**src/rtl/wb_stage_pkg.sv**
```systemverilog
// Shared types and constants for the write-back stage: result-select encoding,
// load funct3 codes and FSM states.
package wb_stage_pkg;

    localparam int unsigned DATA_W     = 32;
    localparam int unsigned REG_ADDR_W = 5;

    typedef enum logic [1:0] {
        WB_ALU = 2'b00,
        WB_MEM = 2'b01,
        WB_PC4 = 2'b10
    } wb_sel_e;

    localparam logic [2:0] F3_LB  = 3'b000;
    localparam logic [2:0] F3_LH  = 3'b001;
    localparam logic [2:0] F3_LW  = 3'b010;
    localparam logic [2:0] F3_LBU = 3'b100;
    localparam logic [2:0] F3_LHU = 3'b101;

    typedef enum logic {
        IDLE     = 1'b0,
        WAIT_RSP = 1'b1
    } wb_state_e;

endpackage

```
**src/rtl/wb_stage_load_align.sv**
```systemverilog
// Combinational load formatter: extracts and sign/zero-extends the byte or
// half selected by the low address bits from a raw memory word.
module load_align
    import wb_stage_pkg::*;
#(
    parameter int unsigned DATA_WIDTH = DATA_W
) (
    input  logic [DATA_WIDTH-1:0] rdata_i,
    input  logic [2:0]            funct3_i,
    input  logic [1:0]            addr_lo_i,
    output logic [DATA_WIDTH-1:0] data_o
);

    logic [DATA_WIDTH-1:0] shifted_b;
    logic [DATA_WIDTH-1:0] shifted_h;
    logic [7:0]            byte_v;
    logic [15:0]           half_v;

    // Halves ignore addr_lo[0]; misaligned halves never reach this stage.
    always_comb begin
        shifted_b = rdata_i >> {addr_lo_i, 3'b000};
        shifted_h = rdata_i >> {addr_lo_i[1], 4'b0000};
        byte_v    = shifted_b[7:0];
        half_v    = shifted_h[15:0];
        case (funct3_i)
            F3_LB:   data_o = {{(DATA_WIDTH-8){byte_v[7]}}, byte_v};
            F3_LBU:  data_o = {{(DATA_WIDTH-8){1'b0}}, byte_v};
            F3_LH:   data_o = {{(DATA_WIDTH-16){half_v[15]}}, half_v};
            F3_LHU:  data_o = {{(DATA_WIDTH-16){1'b0}}, half_v};
            default: data_o = rdata_i;
        endcase
    end

endmodule

```
**src/rtl/wb_stage.sv**
```systemverilog
// Write-back stage: retires MEM->WB entries into the register-file write port,
// waiting (with timeout) for load data. Optional macro WB_INSTRET_EN builds the
// 64-bit retired-instruction counter; otherwise instret_o is tied to 0.
module wb_stage
    import wb_stage_pkg::*;
#(
    parameter int unsigned DATA_WIDTH     = DATA_W,
    parameter int unsigned REG_ADDR_WIDTH = REG_ADDR_W,
    parameter int unsigned TIMEOUT_CYCLES = 64
) (
    input  logic                      clk,
    input  logic                      rst_n,
    input  logic                      in_valid_i,
    output logic                      in_ready_o,
    input  logic                      in_reg_write_i,
    input  logic [REG_ADDR_WIDTH-1:0] in_rd_i,
    input  logic [1:0]                in_wb_sel_i,
    input  logic [DATA_WIDTH-1:0]     in_alu_result_i,
    input  logic [DATA_WIDTH-1:0]     in_pc_plus4_i,
    input  logic [2:0]                in_funct3_i,
    input  logic [1:0]                in_addr_lo_i,
    input  logic                      dmem_rvalid_i,
    input  logic [DATA_WIDTH-1:0]     dmem_rdata_i,
    output logic                      WB_RegWrite_o,
    output logic [REG_ADDR_WIDTH-1:0] WB_wr_addr_o,
    output logic [DATA_WIDTH-1:0]     WB_wr_data_o,
    output logic                      retire_o,
    output logic                      err_o,
    output logic [63:0]               instret_o
);

    localparam int unsigned       CNT_W    = $clog2(TIMEOUT_CYCLES);
    localparam logic [CNT_W-1:0]  CNT_LAST = CNT_W'(TIMEOUT_CYCLES - 1);

    wb_state_e                 state_q, state_d;
    logic [CNT_W-1:0]          cnt_q, cnt_d;
    logic                      lat_rw_q, lat_rw_d;
    logic [REG_ADDR_WIDTH-1:0] lat_rd_q, lat_rd_d;
    logic [2:0]                lat_f3_q, lat_f3_d;
    logic [1:0]                lat_alo_q, lat_alo_d;
    logic                      err_q, err_d;
    logic                      ready_q;
    logic                      we_q, we_d;
    logic [REG_ADDR_WIDTH-1:0] addr_q, addr_d;
    logic [DATA_WIDTH-1:0]     data_q, data_d;
    logic                      retire_q, retire_d;

    logic                      accept;
    logic                      in_wait;
    logic                      do_wb;
    logic                      sel_rw;
    logic [REG_ADDR_WIDTH-1:0] sel_rd;
    logic [2:0]                al_f3;
    logic [1:0]                al_alo;
    logic [DATA_WIDTH-1:0]     aligned;
    logic [DATA_WIDTH-1:0]     wb_data;

    assign accept  = in_valid_i && ready_q;
    assign in_wait = (state_q == WAIT_RSP);
    assign al_f3   = in_wait ? lat_f3_q  : in_funct3_i;
    assign al_alo  = in_wait ? lat_alo_q : in_addr_lo_i;

    load_align #(.DATA_WIDTH(DATA_WIDTH)) u_load_align (
        .rdata_i   (dmem_rdata_i),
        .funct3_i  (al_f3),
        .addr_lo_i (al_alo),
        .data_o    (aligned)
    );

    // State register
    always_ff @(posedge clk or negedge rst_n) begin
        if (!rst_n) begin
            state_q <= IDLE;
        end else begin
            state_q <= state_d;
        end
    end

    // Next state, timeout counter, latched load context, sticky error
    always_comb begin
        state_d   = state_q;
        cnt_d     = cnt_q;
        lat_rw_d  = lat_rw_q;
        lat_rd_d  = lat_rd_q;
        lat_f3_d  = lat_f3_q;
        lat_alo_d = lat_alo_q;
        err_d     = err_q;
        case (state_q)
            IDLE: begin
                if (accept && (wb_sel_e'(in_wb_sel_i) == WB_MEM) && !dmem_rvalid_i) begin
                    state_d   = WAIT_RSP;
                    cnt_d     = '0;
                    lat_rw_d  = in_reg_write_i;
                    lat_rd_d  = in_rd_i;
                    lat_f3_d  = in_funct3_i;
                    lat_alo_d = in_addr_lo_i;
                end
            end
            WAIT_RSP: begin
                if (dmem_rvalid_i) begin
                    state_d = IDLE;
                end else if (cnt_q == CNT_LAST) begin
                    state_d = IDLE;
                    err_d   = 1'b1;
                end else begin
                    cnt_d = cnt_q + CNT_W'(1);
                end
            end
            default: state_d = IDLE;
        endcase
    end

    // Write-back selection; a response in WAIT_RSP uses the latched context
    always_comb begin
        do_wb   = 1'b0;
        sel_rw  = in_reg_write_i;
        sel_rd  = in_rd_i;
        wb_data = in_alu_result_i;
        if (in_wait) begin
            do_wb   = dmem_rvalid_i;
            sel_rw  = lat_rw_q;
            sel_rd  = lat_rd_q;
            wb_data = aligned;
        end else begin
            case (wb_sel_e'(in_wb_sel_i))
                WB_MEM: begin
                    do_wb   = accept && dmem_rvalid_i;
                    wb_data = aligned;
                end
                WB_PC4: begin
                    do_wb   = accept;
                    wb_data = in_pc_plus4_i;
                end
                default: begin
                    do_wb   = accept;
                    wb_data = in_alu_result_i;
                end
            endcase
        end
        retire_d = do_wb;
        we_d     = do_wb && sel_rw && (sel_rd != '0);
        addr_d   = we_d ? sel_rd  : addr_q;
        data_d   = we_d ? wb_data : data_q;
    end

    always_ff @(posedge clk or negedge rst_n) begin
        if (!rst_n) begin
            cnt_q     <= '0;
            lat_rw_q  <= 1'b0;
            lat_rd_q  <= '0;
            lat_f3_q  <= '0;
            lat_alo_q <= '0;
            err_q     <= 1'b0;
            ready_q   <= 1'b1;
            we_q      <= 1'b0;
            addr_q    <= '0;
            data_q    <= '0;
            retire_q  <= 1'b0;
        end else begin
            cnt_q     <= cnt_d;
            lat_rw_q  <= lat_rw_d;
            lat_rd_q  <= lat_rd_d;
            lat_f3_q  <= lat_f3_d;
            lat_alo_q <= lat_alo_d;
            err_q     <= err_d;
            ready_q   <= (state_d == IDLE);
            we_q      <= we_d;
            addr_q    <= addr_d;
            data_q    <= data_d;
            retire_q  <= retire_d;
        end
    end

`ifdef WB_INSTRET_EN
    logic [63:0] instret_q;

    always_ff @(posedge clk or negedge rst_n) begin
        if (!rst_n) begin
            instret_q <= '0;
        end else if (retire_d) begin
            instret_q <= instret_q + 64'd1;
        end
    end

    assign instret_o = instret_q;
`else
    assign instret_o = '0;
`endif

    assign in_ready_o    = ready_q;
    assign WB_RegWrite_o = we_q;
    assign WB_wr_addr_o  = addr_q;
    assign WB_wr_data_o  = data_q;
    assign retire_o      = retire_q;
    assign err_o         = err_q;

endmodule

```
**config.mk**
```make
export PLATFORM = sky130hd
export DESIGN_NAME = wb_stage
export DESIGN_NICKNAME = d
export VERILOG_FILES = /design/src/rtl/wb_stage_pkg.sv /design/src/rtl/wb_stage_load_align.sv /design/src/rtl/wb_stage.sv
export SDC_FILE = /design/constraint.sdc
export NUM_CORES = 1
export LEC_CHECK = 0
export BUFFER_PORTS_ARGS = -buffer_cell sky130_fd_sc_hd__buf_2
export CAP_MARGIN = 25
export CORE_MARGIN = 4
export CORE_UTILIZATION = 45
export CTS_CLUSTER_DIAMETER = 200
export DETAILED_ROUTE_END_ITERATION = 12
export GPL_TIMING_DRIVEN = 0
export PLACE_DENSITY = 0.78
export SLEW_MARGIN = 20
export SYNTH_ARGS = -nofsm -noshare
export SYNTH_HDL_FRONTEND = slang
export SYNTH_SLANG_ARGS = --single-unit
```
**constraint.sdc**
```tcl
create_clock -name clk -period 5.7 [get_ports clk]
set_input_delay 0.285 -clock clk [delete_from_list [all_inputs] [get_ports clk]]
set_output_delay 0.285 -clock clk [all_outputs]
set_load 0.01 [all_outputs]
```
==> metrics.yaml <==
cells_and_area:
  stdcell_area_mm2: 0.00626
  area_growth_pct: 29.2
  layout-drive-gt1-share_pct: 34.4
  fillers: 988
  diodes: 0
  fin_util_pct: 60.1
  num-nets-final: 933
placed_design:
  place_ws_ns: 3.04
  place_area_mm2: 0.00602
  dpl.hpwl_um: 12700
  gp_congestion: 0.943
  port-buffer-count: 152
outcome:
  status: "finished, violations left"
  violations: "hold timing"
die:
  die_w_um: 112
  core_mm2: 0.0104
  start_util_pct: 46.5
  fp-row-count: 37
  die_h_um: 112
  io_pins: 218
  fp.dieArea_mm2: 0.0125
clocking:
  cts_resized: 0
  numClockSinks: 59
  clockBufferDepth: 2
  tritoncts: "yes"
  clkLatencyLatePin_ns: 0.35
  holdBufCountCts: 0
  cts-root-buf: "clkbuf_8"
  htree_levels: 3
  cts_setup_buffers: 0
  clk_pin_slew_ns: 0.08
  cts_buffers: 9
synthesis:
  yosysWarnings: 0
  syn_area_mm2: 0.00485
  ys_seq_elements: 59
  async_flop_share_pct: 100
  synth_area_leaders: "dfrtp_1 (30%), buf_4 (9.9%), a21oi_1 (8.9%), nor2_1 (4.5%), nand2_1 (4.4%)"
  synth_area_per_cell_um2: 8.20
  synth.most_common_cell: "a21oi_1"
  synth-main-ff-cell: "dfrtp_1"
  synth_edf_count: 0
  synth_top_area_share_pct: 29.9
  synth_cell_types: 61
  synthTopCellsByCount: "a21oi_1 (86), buf_4 (64), dfrtp_1 (58), nor2_1 (58), nand2_1 (57)"
  synthCells: 591
  synth_top_area_cell: "dfrtp_1"
  seq_area_frac_synth_pct: 30.5
power:
  power_density_mw_per_mm2: 270
  switching_power_uw: 606
  leakagePower_nw: 3.24
  p_comb_share_pct: 36.2
  max-vdd-ir-drop_mv: 0.200
  p_int_mw: 1.09
  pwr-share-clk_pct: 28.9
  p_seq_share_pct: 34.9
  switching_share_pct: 35.8
critical_path:
  critPathMaxFanout: 10
  criticalPathCategory: "register to register"
  r2r_cells: 7
  cpPeakStageDelay_ns: 0.45
  regToRegSetupSlack_ns: 3.31
  path_cells: "buf_6 > buf_2 > buf_2 > clkbuf_1 > clkbuf_1 > nor2_1 > o31ai_1"
  worstSetupStartpointType: "register"
  cp.arrival_ns: 2.64
  cpMaxStageDelayCell: "clkbuf_1"
  timing.rr.start: "in_wait$_DFF_PN0_"
  crit_path_end_kind: "register"
  rr_endpoint: "WB_wr_data_o[1]$_DFFE_PN0P_"
  required_ns: 5.94
worst_hold_path:
  hp-class: "input port to asynchronous set/reset pin"
routing:
  wl_um: 16200
  dr.pass1.iters: 5
  ant_nets: 0
  vias_per_cell: 5.32
  wl_per_cell_um: 16.9
  drt_iter0_drc: 412
  drc: 0
  vias: 5101
timing:
  finalWorstSetupSlack_ns: 3.31
  fin_hold_ws_ns: -0.00266
  max_freq_ghz: 0.418
  post-route-period-util_pct: 42.0
  fin_crit_ns: 2.39
  maxSlewHeadroom_pct: 48.3
  slew_violations: 0
  tns_ns: 0
  hold_viol: 1
  grt_setup_unrepaired: "false"
  setup_violations: 0
  final.setup_skew_ns: 0.0158
  worst_pin_slew_ns: 0.754
global_routing:
  grt-ovfl-total: 0
  grt_pass1_wl_um: 25200
  antenna_found_initial: 1
  first_global_vias: 4950
  grt_max_degree: 60
  track_usage_pct: 24.9
flow_run:
  drv_cap: 0
-- metal layers --
layer | track usage (%) | routed length [um] | vias to the layer above
met5 | 0 | 12 | -
met4 | 7.79 | 399 | 2
met3 | 6.41 | 1790 | 43
met2 | 41.8 | 7760 | 282
met1 | 31.6 | 6250 | 2345
li1 | - | - | 2429
-- stage by stage --
step / power [mW] / std cells
after floorplan: 0.968 / 654
after global placement: 1.19 / 942
after detailed placement: 1.20 / 942
after CTS: 1.69 / 958
after global routing: 1.79 / 958
final: 1.69 / 958
-- placed cells by master (no fill, tap or decap), types with 2 or more instances in the layout --
cell type,Yosys,routed
nand3b_1,5,5
a21oi_1,86,86
a311oi_2,10,10
mux2i_1,10,10
a221oi_1,9,9
conb_1,1,64
ha_1,3,3
nor3_1,6,6
a311oi_1,6,6
and3_1,2,2
dfrtp_1,58,58
buf_2,13,164
a21o_1,22,22
buf_4,64,65
buf_6,3,3
nor4_1,2,2
xor2_1,3,3
o211ai_1,6,6
o311ai_0,5,5
bufinv_16,0,3
a211oi_1,3,3
buf_1,2,2
clkbuf_8,0,9
inv_1,20,20
mux2_2,12,12
o21ai_0,10,10
o31ai_1,8,8
and3b_1,2,2
nand4_1,2,2
a31oi_1,2,2
mux4_2,5,5
inv_6,0,2
nor2_1,58,58
a22oi_1,8,8
or3_1,8,8
nor2b_1,20,20
nand2_1,57,57
o311ai_1,2,2
nand2b_1,9,9
clkbuf_1,25,25
-- power by group through the flow --
stage / sequential [mW] / clock (mW) / combinational, mW
after CTS: 0.590 / 0.493 / 0.609
after global placement: 0.594 / 0 / 0.597
final: 0.591 / 0.489 / 0.612
after global routing: 0.606 / 0.517 / 0.669
after floorplan: 0.628 / 0 / 0.340
after detailed placement: 0.598 / 0 / 0.606
-- registers in the layout, summed over array words and instances (netlist names) --
| signal | count |
|---|---|
| WB_RegWrite_o | 1 |
| WB_wr_addr_o | 5 |
| WB_wr_data_o | 32 |
| cnt_q | 6 |
| err_o | 1 |
| in_ready_o | 1 |
| in_wait | 1 |
| lat_alo_q | 2 |
| lat_f3_q | 3 |
| lat_rd_q | 5 |
| lat_rw_q | 1 |
| retire_o | 1 |
-- how the worst max path moves through the flow --
stage,to,from,slack [ns],cells past startpoint
2_1_floorplan,lat_rd_q[2]$_DFFE_PN0P_,in_wb_sel_i[1],3.63,7
3_3_place_gp,lat_rd_q[2]$_DFFE_PN0P_,in_wb_sel_i[1],3.03,8
3_5_place_dp,lat_rd_q[3]$_DFFE_PN0P_,in_wb_sel_i[1],3.04,8
4_1_cts,lat_rd_q[3]$_DFFE_PN0P_,in_wb_sel_i[1],3.35,8
5_1_grt,WB_wr_data_o[1]$_DFFE_PN0P_,in_wait$_DFF_PN0_,3.15,7
6_report,WB_wr_data_o[1]$_DFFE_PN0P_,in_wait$_DFF_PN0_,3.31,7
-- cell type report --
type / count / area, um2 / share of cell area [%]
well taps: 136 / 170 / 2.72
clock inverters: 7 / 124 / 1.98
flip-flops and latches: 59 / 1480 / 23.6
plain buffers: 107 / 681 / 10.9
multi-input cells: 467 / 2850 / 45.4
inverters: 21 / 78.8 / 1.26
repair buffers: 152 / 763 / 12.2
clock buffers: 9 / 124 / 1.98
-- cell families (layout without fill, tap and decap cells) --
logic type,Yosys count,count (layout),share of synthesized area (%)
adder cells (fa/ha/maj),3,3,0.774
XOR/XNOR,4,4,0.723
buffers and inverters,128,296,15.7
multiplexers,28,28,7.49
AO/OA/AOI/OAI,188,188,26.6
other,1,64,0.0774
flip-flops,59,59,30.5
AND/OR/NAND/NOR,180,180,18.1
-- critical path: cells and delay by family, from the launching register on --
kind / cells / cell delay [ns]
simple gates: 1 / 0.10
compound gates: 1 / 0.28
flops: 1 / 0.34
buf+inv: 5 / 1.56
(Power assumes the default switching activity.)
